===== src/rtl/demux_stream_1xn_if.sv =====
// Stream bundle for the 1-to-N packet demultiplexer: one input stream and
// N per-channel output streams sharing a single clock.
interface demux_stream_1xn_if #(
    parameter int DATA_W = 8,
    parameter int N_CH   = 8,
    parameter int SEL_W  = 3
) ();
    logic                     in_valid;
    logic                     in_ready;
    logic [DATA_W-1:0]        in_data;
    logic                     in_last;
    logic [SEL_W-1:0]         in_sel;
    logic [N_CH-1:0]          out_valid;
    logic [N_CH-1:0]          out_ready;
    logic [N_CH*DATA_W-1:0]   out_data;
    logic [N_CH-1:0]          out_last;

    // Traffic source and sinks (drives the input, accepts the outputs).
    modport master (
        output in_valid, in_data, in_last, in_sel, out_ready,
        input  in_ready, out_valid, out_data, out_last
    );

    // The demultiplexer itself.
    modport slave (
        input  in_valid, in_data, in_last, in_sel, out_ready,
        output in_ready, out_valid, out_data, out_last
    );
endinterface


===== src/rtl/demux_stream_1xn.sv =====
// Packet-aware 1-to-N stream demultiplexer: the channel is chosen on the first
// beat and held until the last beat; out-of-range channels swallow the packet.
module demux_stream_1xn #(
    parameter int DATA_W = 8,
    parameter int N_CH   = 8,
    parameter int SEL_W  = 3
) (
    input  logic                clk,
    input  logic                rst,
    demux_stream_1xn_if.slave   bus,
    output logic [15:0]         drop_cnt
);

    localparam int N_SEL = 1 << SEL_W;

    typedef enum logic {
        IDLE   = 1'b0,
        LOCKED = 1'b1
    } state_t;

    state_t             state_reg;
    logic [SEL_W-1:0]   lock_sel_reg;
    logic [15:0]        drop_cnt_reg;

    logic [SEL_W-1:0]   eff_sel;
    logic [N_SEL-1:0]   sel_free;
    logic [N_SEL-1:0]   sel_in_range;
    logic               in_range;
    logic               accept;
    logic               drop;

    logic [N_CH-1:0]    valid_vec;
    logic [N_CH-1:0]    last_vec;
    logic [N_CH-1:0]    load;

    // Once a packet is open the captured channel wins over whatever in_sel does.
    assign eff_sel = (state_reg == LOCKED) ? lock_sel_reg : bus.in_sel;

    // Lookup tables spanning the whole select space so that indexing with
    // eff_sel never leaves the vector; unused codes are always "free" drops.
    generate
        for (genvar gi = 0; gi < N_SEL; gi++) begin : g_sel
            if (gi < N_CH) begin : g_real
                assign sel_free[gi]     = !valid_vec[gi] | bus.out_ready[gi];
                assign sel_in_range[gi] = 1'b1;
            end else begin : g_void
                assign sel_free[gi]     = 1'b1;
                assign sel_in_range[gi] = 1'b0;
            end
        end
    endgenerate

    assign in_range     = sel_in_range[eff_sel];
    assign bus.in_ready = sel_free[eff_sel];
    assign accept       = bus.in_valid & bus.in_ready;
    assign drop         = accept & !in_range;

    // Packet framing FSM and discard counter.
    always_ff @(posedge clk or posedge rst) begin
        if (rst) begin
            state_reg    <= IDLE;
            lock_sel_reg <= '0;
            drop_cnt_reg <= '0;
        end else begin
            if (accept) begin
                case (state_reg)
                    IDLE: begin
                        if (!bus.in_last) begin
                            state_reg    <= LOCKED;
                            lock_sel_reg <= bus.in_sel;
                        end
                    end
                    LOCKED: begin
                        if (bus.in_last) begin
                            state_reg <= IDLE;
                        end
                    end
                    default: state_reg <= IDLE;
                endcase
            end
            if (drop && (drop_cnt_reg != 16'hFFFF)) begin
                drop_cnt_reg <= drop_cnt_reg + 16'd1;
            end
        end
    end

    assign drop_cnt = drop_cnt_reg;

    // One-entry output register per channel; load takes priority over drain
    // so a beat arriving on the drain edge replaces the old one without a bubble.
    generate
        for (genvar gi = 0; gi < N_CH; gi++) begin : g_ch
            logic              valid_reg;
            logic              last_reg;
            logic [DATA_W-1:0] data_reg;

            assign load[gi] = accept & in_range & (eff_sel == SEL_W'(gi));

            always_ff @(posedge clk or posedge rst) begin
                if (rst) begin
                    valid_reg <= 1'b0;
                    last_reg  <= 1'b0;
                    data_reg  <= '0;
                end else if (load[gi]) begin
                    valid_reg <= 1'b1;
                    last_reg  <= bus.in_last;
                    data_reg  <= bus.in_data;
                end else if (valid_reg && bus.out_ready[gi]) begin
                    valid_reg <= 1'b0;
                end
            end

            assign valid_vec[gi]                        = valid_reg;
            assign last_vec[gi]                         = last_reg;
            assign bus.out_data[gi*DATA_W +: DATA_W]    = data_reg;
        end
    endgenerate

    assign bus.out_valid = valid_vec;
    assign bus.out_last  = last_vec;

endmodule


===== src/flat_wrapper.sv =====
// flat-port wrapper written by rule: the top's interface ports become plain ports
module demux_stream_1xn_flat 
#(
    parameter int DATA_W = 8,
    parameter int N_CH   = 8,
    parameter int SEL_W  = 3
)
  (clk, rst, drop_cnt, bus_in_valid, bus_in_data, bus_in_last, bus_in_sel, bus_out_ready, bus_in_ready, bus_out_valid, bus_out_data, bus_out_last);
  demux_stream_1xn_if #(.DATA_W(DATA_W), .N_CH(N_CH), .SEL_W(SEL_W)) bus_i ();
  input  logic clk;
  input  logic rst;
  output logic [15:0] drop_cnt;
  input wire logic [$bits(bus_i.in_valid)-1:0] bus_in_valid;
  input wire logic [$bits(bus_i.in_data)-1:0] bus_in_data;
  input wire logic [$bits(bus_i.in_last)-1:0] bus_in_last;
  input wire logic [$bits(bus_i.in_sel)-1:0] bus_in_sel;
  input wire logic [$bits(bus_i.out_ready)-1:0] bus_out_ready;
  output wire logic [$bits(bus_i.in_ready)-1:0] bus_in_ready;
  output wire logic [$bits(bus_i.out_valid)-1:0] bus_out_valid;
  output wire logic [$bits(bus_i.out_data)-1:0] bus_out_data;
  output wire logic [$bits(bus_i.out_last)-1:0] bus_out_last;
  assign bus_i.in_valid = bus_in_valid;
  assign bus_i.in_data = bus_in_data;
  assign bus_i.in_last = bus_in_last;
  assign bus_i.in_sel = bus_in_sel;
  assign bus_i.out_ready = bus_out_ready;
  assign bus_in_ready = bus_i.in_ready;
  assign bus_out_valid = bus_i.out_valid;
  assign bus_out_data = bus_i.out_data;
  assign bus_out_last = bus_i.out_last;
  demux_stream_1xn #(.DATA_W(DATA_W), .N_CH(N_CH), .SEL_W(SEL_W)) u_core (.clk(clk), .rst(rst), .bus(bus_i), .drop_cnt(drop_cnt));
endmodule

===== config.mk =====
export PLATFORM = sky130hd
export DESIGN_NAME = demux_stream_1xn_flat
export DESIGN_NICKNAME = d
export VERILOG_FILES = /design/src/rtl/demux_stream_1xn_if.sv /design/src/rtl/demux_stream_1xn.sv /design/src/flat_wrapper.sv
export SDC_FILE = /design/constraint.sdc
export NUM_CORES = 1
export LEC_CHECK = 0
export BUFFER_PORTS_ARGS = -buffer_cell sky130_fd_sc_hd__clkbuf_2
export CAP_MARGIN = 40
export CORE_AREA = 2 2 88 90
export CTS_CLUSTER_DIAMETER = 80
export DETAILED_ROUTE_END_ITERATION = 7
export DIE_AREA = 0 0 90 92
export GPL_TIMING_DRIVEN = 1
export PLACE_DENSITY_LB_ADDON = 0.05
export SETUP_SLACK_MARGIN = 0.15
export SYNTH_ARGS = -nofsm -noshare
export SYNTH_HDL_FRONTEND = slang
export SYNTH_SLANG_ARGS = --single-unit

===== constraint.sdc =====
create_clock -name clk -period 5.8 [get_ports clk]
set_clock_uncertainty 0.1 [all_clocks]
set_input_delay 1.16 -clock clk [delete_from_list [all_inputs] [get_ports clk]]
set_output_delay 1.16 -clock clk [all_outputs]
set_load 0.02 [all_outputs]

Word-level counts from Yosys, hierarchy flattened
Memory sizes are Yosys's and may differ from the RTL's.
Cells that the tools add are included.
{"block": "totals", "mem_count": 1, "latchBits": 0, "elab_cells": 108, "ramBits": 0, "ff_bits": 100, "mem_bits_ro": 8}
{"name": "(no name shown)", "words": 8, "word_bits": 1, "rd": 1, "rd_clocked_by_memory_dff": 0, "wr": 0, "line": "demux_stream_1xn.sv:53", "source": "assign in_range = sel_in_range[eff_sel];"}
{"block": "classes", "n_addsub": 1, "eq_ne": 8, "n_bitwise": 21, "n_mul": 0, "reduce_logical": 28, "n_div": 0, "order_cmp": 1, "mux": 21, "shifts": 0}
{"op": "1-bit 2-to-1 mux", "count": 19}
{"op": "16-bit by 1-bit adder with 16-bit output, second input constant", "count": 1}
{"op": "16-bit inequality test, second input constant", "count": 1}
{"op": "2-bit nonzero test", "count": 8}
{"op": "3-bit == test, second input constant", "count": 4}
{"op": "1-bit bitwise AND", "count": 11}
{"op": "1-bit logical AND", "count": 9}
{"op": "1-bit logical NOT", "count": 9}
{"op": "1-bit OR", "count": 8}
{"op": "3-bit by 2-bit == test with 1-bit output, second input constant", "count": 2}
{"op": "3-bit by 4-bit less-than comparator with 1-bit output, second input constant", "count": 1}
{"op": "1-bit binary-select mux with 3-bit select", "count": 1}
{"op": "3-bit by 1-bit == test with 1-bit output, second input constant", "count": 1}
{"op": "3-bit logical NOT", "count": 1}
{"op": "3-bit 2-to-1 mux", "count": 1}
{"op": "3-bit AND reduction", "count": 1}
{"op": "1-bit inverter", "count": 2}

Longest topological paths before layout
Gate-level depths: netlist (run 1).
{"block": "logic_depth", "word_depth": 8, "ltp_mapped": 8, "depth_no_buf": 6}

Worst setup path after synthesis (run 1)
OpenSTA, ideal clock, no wires.
{"block": "synth_timing", "kind": "input -> output", "start": "in bus_in_sel[0]", "end": "out bus_in_ready", "arrival_time_ns": 2.257, "cell_stages": 5, "setup_slack_ns": 2.283, "cell_sequence": "or3_4 -> o31ai_4 -> nand3_2 -> and3_4 -> or2_2"}
{"block": "synth_via", "elab_chain_cells": 3}
{"item": "from (decl)", "line": "flat_wrapper.sv:16", "source": "input wire logic [$bits(bus_i.in_sel)-1:0] bus_in_sel;"}
{"item": "3-bit 2-to-1 mux", "line": "demux_stream_1xn.sv:37", "source": "assign eff_sel = (state_reg == LOCKED) ? lock_sel_reg : bus.in_sel;"}
{"item": "1-bit binary-select mux with 3-bit select", "line": "demux_stream_1xn.sv:54", "source": "assign bus.in_ready = sel_free[eff_sel];"}
{"item": "1-bit 2-to-1 mux (not written as such)", "line": "demux_stream_1xn.sv:54"}
{"item": "to (decl)", "line": "flat_wrapper.sv:18", "source": "output wire logic [$bits(bus_i.in_ready)-1:0] bus_in_ready;"}
Every way passes these cells. The select of a mux whose other input is x is not followed.

Worst setup path after layout (run 1)
Ends and elaborated chain as after synthesis.

==> results of run 1 <==
-- area by class of cell --
class,count,area (µm²)
Timing Repair Buffer,104,523.0
Sequential cell,84,2102
Fill cell,614,2917
Inverter,6,23.77
Clock inverter,6,71.32
Multi-Input combinational cell,135,1545
Tap cell,102,127.6
Clock buffer,10,137.6
-- path summary, 6_finish.rpt --
kind / startpoint / to / slack [ns] / cells past startpoint
setup / recovery: bus_in_sel[0] / bus_in_ready / 1.98 / 7
min in group asynchronous: rst / u_core.g_ch[2].data_reg[5]$_DFFE_PP0P_ / 0.68 / 2
setup reg to reg: u_core.state_reg$_DFFE_PP0P_ / u_core.g_ch[1].data_reg[6]$_DFFE_PP0P_ / 3.42 / 5
max in group asynchronous: rst / u_core.g_ch[4].data_reg[0]$_DFFE_PP0P_ / 3.85 / 3
hold reg to reg: u_core.g_ch[7].data_reg[2]$_DFFE_PP0P_ / u_core.g_ch[7].data_reg[2]$_DFFE_PP0P_ / 0.41 / 1
hold / removal: u_core.g_ch[7].data_reg[2]$_DFFE_PP0P_ / u_core.g_ch[7].data_reg[2]$_DFFE_PP0P_ / 0.41 / 1
-- cells by family after synthesis --
| logic type | after synthesis | share of synthesized area |
|---|---|---|
| compound gates | 13 | 0.02851 |
| other cells | 1 | 0.0009389 |
| buf+inv | 48 | 0.1009 |
| mux | 77 | 0.2841 |
| flops | 84 | 0.5263 |
| simple gates | 29 | 0.05921 |
-- power breakdown --
part | leakage [nW] | switching [W] | internal [W]
Clock | 0.0991 | 0.000218 | 0.000214
Sequential | 1.02 | 0.000188 | 0.000873
Combinational | 1.19 | 0.000690 | 0.000649
-- layout by cell type (no fill, tap or decap), types with 2 or more instances in the layout --
master / count
and3_4: 10
dfrtp_1: 84
nand3b_1: 2
o21ai_0: 2
a21o_1: 3
clkbuf_2: 103
or2_2: 2
nor2b_1: 3
nand3_1: 2
nand2b_1: 2
mux2_2: 3
clkbuf_8: 10
mux2i_1: 2
or2_1: 3
clkinv_4: 2
clkinvlp_4: 2
inv_1: 5
conb_1: 16
mux2_4: 72
-- worst max-delay path: cells and delay by family --
| kind | cells | cell delay (ns) |
|---|---|---|
| AOI/OAI and AO/OA | 2 | 0.57 |
| buffers and inverters | 2 | 0.28 |
| and+or+nand+nor | 3 | 0.54 |
-- routing by layer --
| metal | track usage | wire length, µm | vias up | share of wire |
|---|---|---|---|---|
| met2 | 0.3045 | 3582 | 69 | 0.46 |
| met1 | 0.2796 | 3738 | 1087 | 0.48 |
| met4 | 0.08333 | 143 | 0 | 0.018 |
| li1 | - | - | 996 | - |
| met5 | 0 | 0 | - | 0 |
| met3 | 0.04437 | 379 | 12 | 0.048 |
-- through the flow --
stage	cell area, µm²	utilization	hold slack (ns)
after floorplan	4050	-	0.3725
after global placement	4322	0.5803	0.3874
after detailed placement	4322	0.5803	0.3917
after CTS	4531	0.6084	0.4156
after global routing	4531	0.6084	0.4211
final	4531	0.6084	0.4134
==> flow_summary.ini, run 1 <==
[layout]
antenna_cells = 0
drive_above_1_share = 0.6203
largest_reg_flops = 64
nets = 363
syn_to_final_growth_pct = 13.44
instances_no_fill = 447

[sta]
slew_violations = 0
finalHoldViolCount = 0
relSlewSlack = 0.5215
fin_crit_sh = 0.6588
max_freq_ghz = 0.2617
setup_ws_ns = 1.979
period_minus_slack_ns = 3.821
rsz0062_at_grt = false
tns_ns = 0
setup_violations = 0
worst_pin_slew_ns = 0.7177

[placed_design]
dp_hpwl_um = 5184
dp_cells = 431
place_congestion = 0.7430
portBuffers = 103
preCtsSetupSlack_ns = 1.966

[clock_network]
postCtsSetupRepairBufs = 0
hold_buffers = 0
postCtsResizedCells = 0
clock_sinks = 84
tritoncts = yes
cts-root-buf = clkbuf_8
htree_levels = 3
clockBufferDepth = 2
clk_pin_slew_worst_paths_ns = 0.09
cts_buffers = 9
clock_latency_ns = 0.35

[floorplan]
die_h_um = 92
rows = 32
die-area_mm2 = 0.008280
initial_core_util = 0.5363
coreArea_mm2 = 0.007447
die_width_um = 90
ioPinCount = 120

[hold_path]
hp-class = reg2reg

[worst_setup_path]
crit_required_ns = 4.54
crit_chain = clkbuf_2 -> nand2_1 -> o21ai_0 -> a32oi_1 -> and3_4 -> or2_2 -> clkbuf_2
critPathMaxFanout = 7
critPathKind = in2out
slowest_stage = o21ai_0
crit_path_frequent_cell = clkbuf_2
cp.arrival_ns = 2.56
max_stage_delay_ns = 0.40
start_kind = input pin
cp-end-kind = output pin

[grt]
grt_antenna_before_repair = 0
grt.overflow.total = 0
grt_max_degree = 59
grt_pass1_vias = 2242
track_usage = 0.2002
grt_pass1_wl_um = 12560

[yosys]
synth_commonest_cells = dfrtp_1 (84), mux2_4 (72), buf_4 (32), and3_4 (10), inv_1 (6)
syn_inst = 252
synth.distinct_cells = 32
synth_area_leaders = dfrtp_1 (53%), mux2_4 (27%), buf_4 (6.0%), and3_4 (2.8%), buf_12 (2.0%)
syn-cell-area_mm2 = 0.003994
synthArstFlopShare = 1.000
seq_area_frac_synth = 0.5263
yosysTopAreaCell = dfrtp_1
synth_seq_cells = 84
yosys.cell_count.top_type = dfrtp_1
synth_warnings = 0
yosysTopAreaCellShare = 0.5263
synth_ff_type = dfrtp_1
syn_area_per_cell_um2 = 15.85
synth-edff-count = 0

[drt]
drt-initial-drc-count = 75
via_per_inst = 4.841
wl_per_cell_um = 17.55
drc = 0
drt-total-wl_um = 7843
via_count = 2164
ant_nets = 0
firstDrtPassIters = 4

[power]
ir_drop_v = 0.0002583
finalPower_w = 0.002830
power_density_mw_per_mm2 = 624.7
p_leak_nw = 2.315

[run]
cap_violations = 0

[status]
status = finished, final reports clean
Power figures use the tool's default switching activity.
==> run 2: changes to the inputs <==
--- a/config.mk
+++ b/config.mk
@@ -7,10 +7,10 @@
 export LEC_CHECK = 0
 export BUFFER_PORTS_ARGS = -buffer_cell sky130_fd_sc_hd__clkbuf_2
 export CAP_MARGIN = 40
-export CORE_AREA = 2 2 88 90
+export CORE_AREA = 2 2 96 98
 export CTS_CLUSTER_DIAMETER = 80
 export DETAILED_ROUTE_END_ITERATION = 7
-export DIE_AREA = 0 0 90 92
+export DIE_AREA = 0 0 98 100
 export GPL_TIMING_DRIVEN = 1
 export PLACE_DENSITY_LB_ADDON = 0.05
 export SETUP_SLACK_MARGIN = 0.15
==> constraint.sdc (replaced) <==
create_clock -name clk -period 3.4 [get_ports clk]
set_clock_uncertainty 0.1 [all_clocks]
set_input_delay 0.68 -clock clk [delete_from_list [all_inputs] [get_ports clk]]
set_output_delay 0.68 -clock clk [all_outputs]
set_load 0.02 [all_outputs]
==> run 2 against run 1 <==
Effect of this change:
- power increased by 69%
- first-iteration DRC count increased by 5.3%
- utilization decreased by 9.9 points
- final cell count increased by 2.0%
- worst hold slack got worse by 0.11 ns
- final area about the same
- combinational power increased by 71%
==> flow_summary.ini, run 2 (synthesized netlist as in run 1, its figures left out) <==
[layout]
nets = 363
final_common_cell = clkbuf_2
postLayoutCellArea_mm2 = 0.004532
largest_reg_flops = 64
antenna_cells = 0
layout_common_cells = clkbuf_2 (103), dfrtp_1 (84), mux2_4 (72)
drive_above_1_share = 0.6203
fillers = 800
syn_to_final_growth_pct = 13.47

[worst_setup_path]
cp-end-kind = output pin
max_stage_delay_ns = 0.50
crit_start = u_core.state_reg$_DFFE_PP0P_
critPathMaxFanout = 10
crit_buf_inv = 1
critPathTopFamily = compound AO/OA/AOI/OAI gates
start_kind = flop
slowest_stage = dfrtp_1
crit_required_ns = 2.62
crit_chain = o21ai_0 -> a32oi_1 -> and3_4 -> or2_2 -> clkbuf_2
critPathKind = reg2out
r2r_cells = 6
cp.arrival_ns = 2.14
cp_num_cells = 5
timing.rr.start = u_core.state_reg$_DFFE_PP0P_
reg2reg_slack_ns = 1.04
timing.rr.end = u_core.g_ch[1].data_reg[7]$_DFFE_PP0P_

[clock_network]
cts_buffers = 9
clockBufferDepth = 2
hold_buffers = 0
clock_sinks = 84
clock_latency_ns = 0.34
cts-root-buf = clkbuf_8
htree_levels = 3
postCtsResizedCells = 0
tritoncts = yes
clk_pin_slew_worst_paths_ns = 0.09
postCtsSetupRepairBufs = 0

[drt]
wl_per_cell_um = 18.06
firstDrtPassIters = 4
ant_nets = 0
drt-total-wl_um = 8234
drt-initial-drc-count = 79
via_count = 2217
drc = 0
via_per_inst = 4.862

[sta]
period_minus_slack_ns = 2.923
max_freq_ghz = 0.3422
slew_violations = 0
setup_violations = 0
fin_crit_sh = 0.8596
tns_ns = 0
timing.hold.ws_ns = 0.3045
finalHoldViolCount = 0
rsz0062_at_grt = false

[placed_design]
dp_hpwl_um = 5273
portBuffers = 103
place_congestion = 0.6800
place_area_mm2 = 0.004345

[grt]
grt.overflow.total = 0
grt_pass1_wl_um = 13000
grt_antenna_before_repair = 0
track_usage = 0.1740
grt_pass1_vias = 2188
grt_max_degree = 85
grt.busiest_layer = met1
grt_use_met2 = 0.2429
met3_usage = 0.04318
gr-usage-met1 = 0.2619

[power]
combPwrFrac = 0.480
switchingPower_w = 0.001884
swShare = 0.3947
intPower_w = 0.002890
pwr-share-clk = 0.142
p_seq_frac = 0.378
ir_drop_v = 0.0003828
p_leak_nw = 2.311
power_density_mw_per_mm2 = 1053

[floorplan]
initial_core_util = 0.4493
rows = 35
coreArea_mm2 = 0.008890
die_width_um = 98
die_h_um = 100
ioPinCount = 120
die-area_mm2 = 0.009800

[run]
cap_violations = 0

[hold_path]
hp-class = in2async

[status]
status = finished, final reports clean
[run 2: worst max-delay path by stage]
stage	end	slack [ns]
2_1_floorplan	u_core.g_ch[0].data_reg[0]$_DFFE_PP0P_	0.45
3_3_place_gp	bus_in_ready	0.58
3_5_place_dp	bus_in_ready	0.55
4_1_cts	bus_in_ready	0.47
5_1_grt	bus_in_ready	0.36
6_report	bus_in_ready	0.48
[run 2: through the flow]
stage                     cells  total power (W)    util  setup WS (ns)
after floorplan             267         0.003609       -         0.4549
after global placement      440         0.004114  0.4888         0.5768
after detailed placement    440         0.004134  0.4888         0.5514
after CTS                   456         0.004831  0.5098         0.4725
after global routing        456         0.005058  0.5098         0.3647
final                       456         0.004774  0.5098         0.4774
[run 2: area by class of cell]
type                    count  area [µm²]  area share
flip-flops and latches     84        2102      0.4638
multi-input cells         135        1545      0.3410
repair buffers            104       535.5      0.1182
well taps                 111       138.9     0.03065
clock buffers              10       137.6     0.03037
clock inverters             6       48.80     0.01077
inverters                   6       23.77    0.005246
[run 2: tightest hold or removal path, delay by kind of cell]
| family | cells | cell delay, ns |
|---|---|---|
| buf+inv | 3 | 0.50 |
[run 2: metal layers]
layer	routed length, µm	vias to the layer above
li1	-	997
met1	4006	1130
met3	512	10
met4	96	0
met2	3618	80
met5	0	-
[run 2: power by group through the flow]
stage                     registers (W)  clock network [W]  logic [W]
after floorplan                 0.00223                  0    0.00138
after global placement          0.00181                  0    0.00230
after detailed placement        0.00182                  0    0.00232
after CTS                       0.00181           0.000699    0.00233
after global routing            0.00187           0.000744    0.00244
final                           0.00180           0.000676    0.00229
==> run 3: changes to the inputs <==
==> constraint.sdc (replaced) <==
create_clock -name clk -period 3.4 [get_ports clk]
set_clock_uncertainty 0.1 [all_clocks]
set_input_delay 0.68 -clock clk [delete_from_list [all_inputs] [get_ports clk]]
set_output_delay 0.68 -clock clk [all_outputs]
set_load 0.005 [all_outputs]
==> run 3 against run 2 <==
Effect of this change:
- utilization up 0.18 points
- non-clock buffer count unchanged
- maximum frequency up 2.0%
- die area unchanged
- largest power group is now registers
- count of clock-buffer cells in the layout down 1
- highest routed layer unchanged
- register-to-register slack about the same
- critical path depth unchanged
- final cell count down 0.44%
- worst hold slack better by 0.00080 ns
- via count down 2.0%
- flip-flop and latch count unchanged
==> flow_summary.ini, run 3 (synthesized netlist as in run 1, its figures left out) <==
[worst_setup_path]
timing.rr.start = u_core.state_reg$_DFFE_PP0P_
critPathMaxFanout = 10
reg2reg_slack_ns = 1.05
start_kind = flop
cp.arrival_ns = 2.09
timing.rr.end = u_core.g_ch[3].data_reg[5]$_DFFE_PP0P_
cp-end-kind = output pin
crit_required_ns = 2.62
cp-endpoint = bus_in_ready
crit_start = u_core.state_reg$_DFFE_PP0P_
r2r_cells = 5
critPathKind = reg2out

[placed_design]
dp_hpwl_um = 5228
portBuffers = 103
place_congestion = 0.6759

[floorplan]
die-area_mm2 = 0.009800
rows = 35
ioPinCount = 120
initial_core_util = 0.4493
die_width_um = 98
coreArea_mm2 = 0.008890
die_h_um = 100

[sta]
period_minus_slack_ns = 2.866
slew_violations = 0
setup_violations = 0
rsz0062_at_grt = false
tns_ns = 0
fin_crit_sh = 0.8430
max_freq_ghz = 0.3489
finalHoldViolCount = 0

[clock_network]
tritoncts = yes
clk_pin_slew_worst_paths_ns = 0.08
postCtsSetupRepairBufs = 0
postCtsResizedCells = 0
hold_buffers = 0
clock_latency_ns = 0.34
cts-root-buf = clkbuf_8
htree_levels = 3
clockBufferDepth = 2
clock_sinks = 84
cts_buffers = 9

[layout]
syn_to_final_growth_pct = 13.88
nets = 363
largest_reg_flops = 64
final_common_cell = clkbuf_2
drive_above_1_share = 0.6181
fillers = 801
antenna_cells = 0
final_core_util = 0.5116
layout_common_cells = clkbuf_2 (103), dfrtp_1 (84), mux2_4 (72)

[grt]
grt_pass1_vias = 2190
grt_antenna_before_repair = 0
grt_pass1_wl_um = 12830
grt.overflow.total = 0
track_usage = 0.1733
grt_max_degree = 85

[run]
cap_violations = 0

[drt]
top_layer = met4
via_per_inst = 4.784
drt-total-wl_um = 8110
drt-initial-drc-count = 71
wl_per_cell_um = 17.86
drt-met1-wl_um = 3951
via_count = 2172
met2_length_um = 3638
wl_met3_um = 415
drc = 0
ant_nets = 0
firstDrtPassIters = 4

[power]
power_density_mw_per_mm2 = 941.8
p_leak_nw = 2.326
ir_drop_v = 0.0004168

[status]
status = finished, final reports clean

[hold_path]
hp-class = in2async
run 3: cell types whose count changed in the layout (fill, tap and decap cells not counted):
| cell | previous run | this run |
|---|---|---|
| clkinv_4 | 2 | 1 |
| inv_8 | 1 | 0 |
| clkinv_2 | 2 | 3 |
| clkbuf_8 | 10 | 9 |
| bufinv_16 | 0 | 2 |
| clkinvlp_4 | 2 | 0 |
run 3: critical path: stages (launching register included):
cell      delay (ns)
dfrtp_1         0.50
o21ai_0         0.45
a32oi_1         0.17
and3_4          0.22
or2_2           0.28
clkbuf_2        0.12
run 3: metal layers:
metal  track usage  up-vias
met4       0.07051        0
met1        0.2553     1091
met3       0.03482       10
met5             0        -
met2        0.2513       77
li1              -      994
run 3: cell type report:
type | instances | area (µm²) | share of cell area
clock inverter | 5 | 78.83 | 0.01733
inverter | 6 | 23.77 | 0.005227
clock buffer | 9 | 123.9 | 0.02724
timing repair buffer | 104 | 535.5 | 0.1177
multi-input combinational | 135 | 1545 | 0.3398
sequential | 84 | 2102 | 0.4622
tap | 111 | 138.9 | 0.03054
run 3: where the power goes:
group,internal (W),switching [W]
combinational,0.00110,0.000620
clock,0.000405,0.000348
sequential,0.00149,0.000318
run 3: worst min-delay path by stage:
stage	slack [ns]	from	cells past startpoint	end
after floorplan	0.37	u_core.g_ch[5].valid_reg$_DFFE_PP0P_	1	u_core.g_ch[5].valid_reg$_DFFE_PP0P_
after global placement	0.39	u_core.lock_sel_reg[2]$_DFFE_PP0P_	1	u_core.lock_sel_reg[2]$_DFFE_PP0P_
after detailed placement	0.39	u_core.lock_sel_reg[2]$_DFFE_PP0P_	1	u_core.lock_sel_reg[2]$_DFFE_PP0P_
after CTS	0.32	rst	3	u_core.g_ch[2].data_reg[1]$_DFFE_PP0P_
after global routing	0.34	rst	3	u_core.g_ch[2].data_reg[1]$_DFFE_PP0P_
final	0.31	rst	3	u_core.g_ch[2].data_reg[1]$_DFFE_PP0P_
run 3: per-stage QoR:
stage	cell area, µm²	power, W	hold WS (ns)	setup WS [ns]	cells
floorplan	4050	0.003045	0.3725	0.4549	267
global placement	4345	0.003545	0.3910	0.6219	440
detailed placement	4345	0.003563	0.3941	0.5936	440
CTS	4548	0.004344	0.3177	0.5051	454
global route	4548	0.004564	0.3420	0.4307	454
finish	4548	0.004283	0.3053	0.5337	454
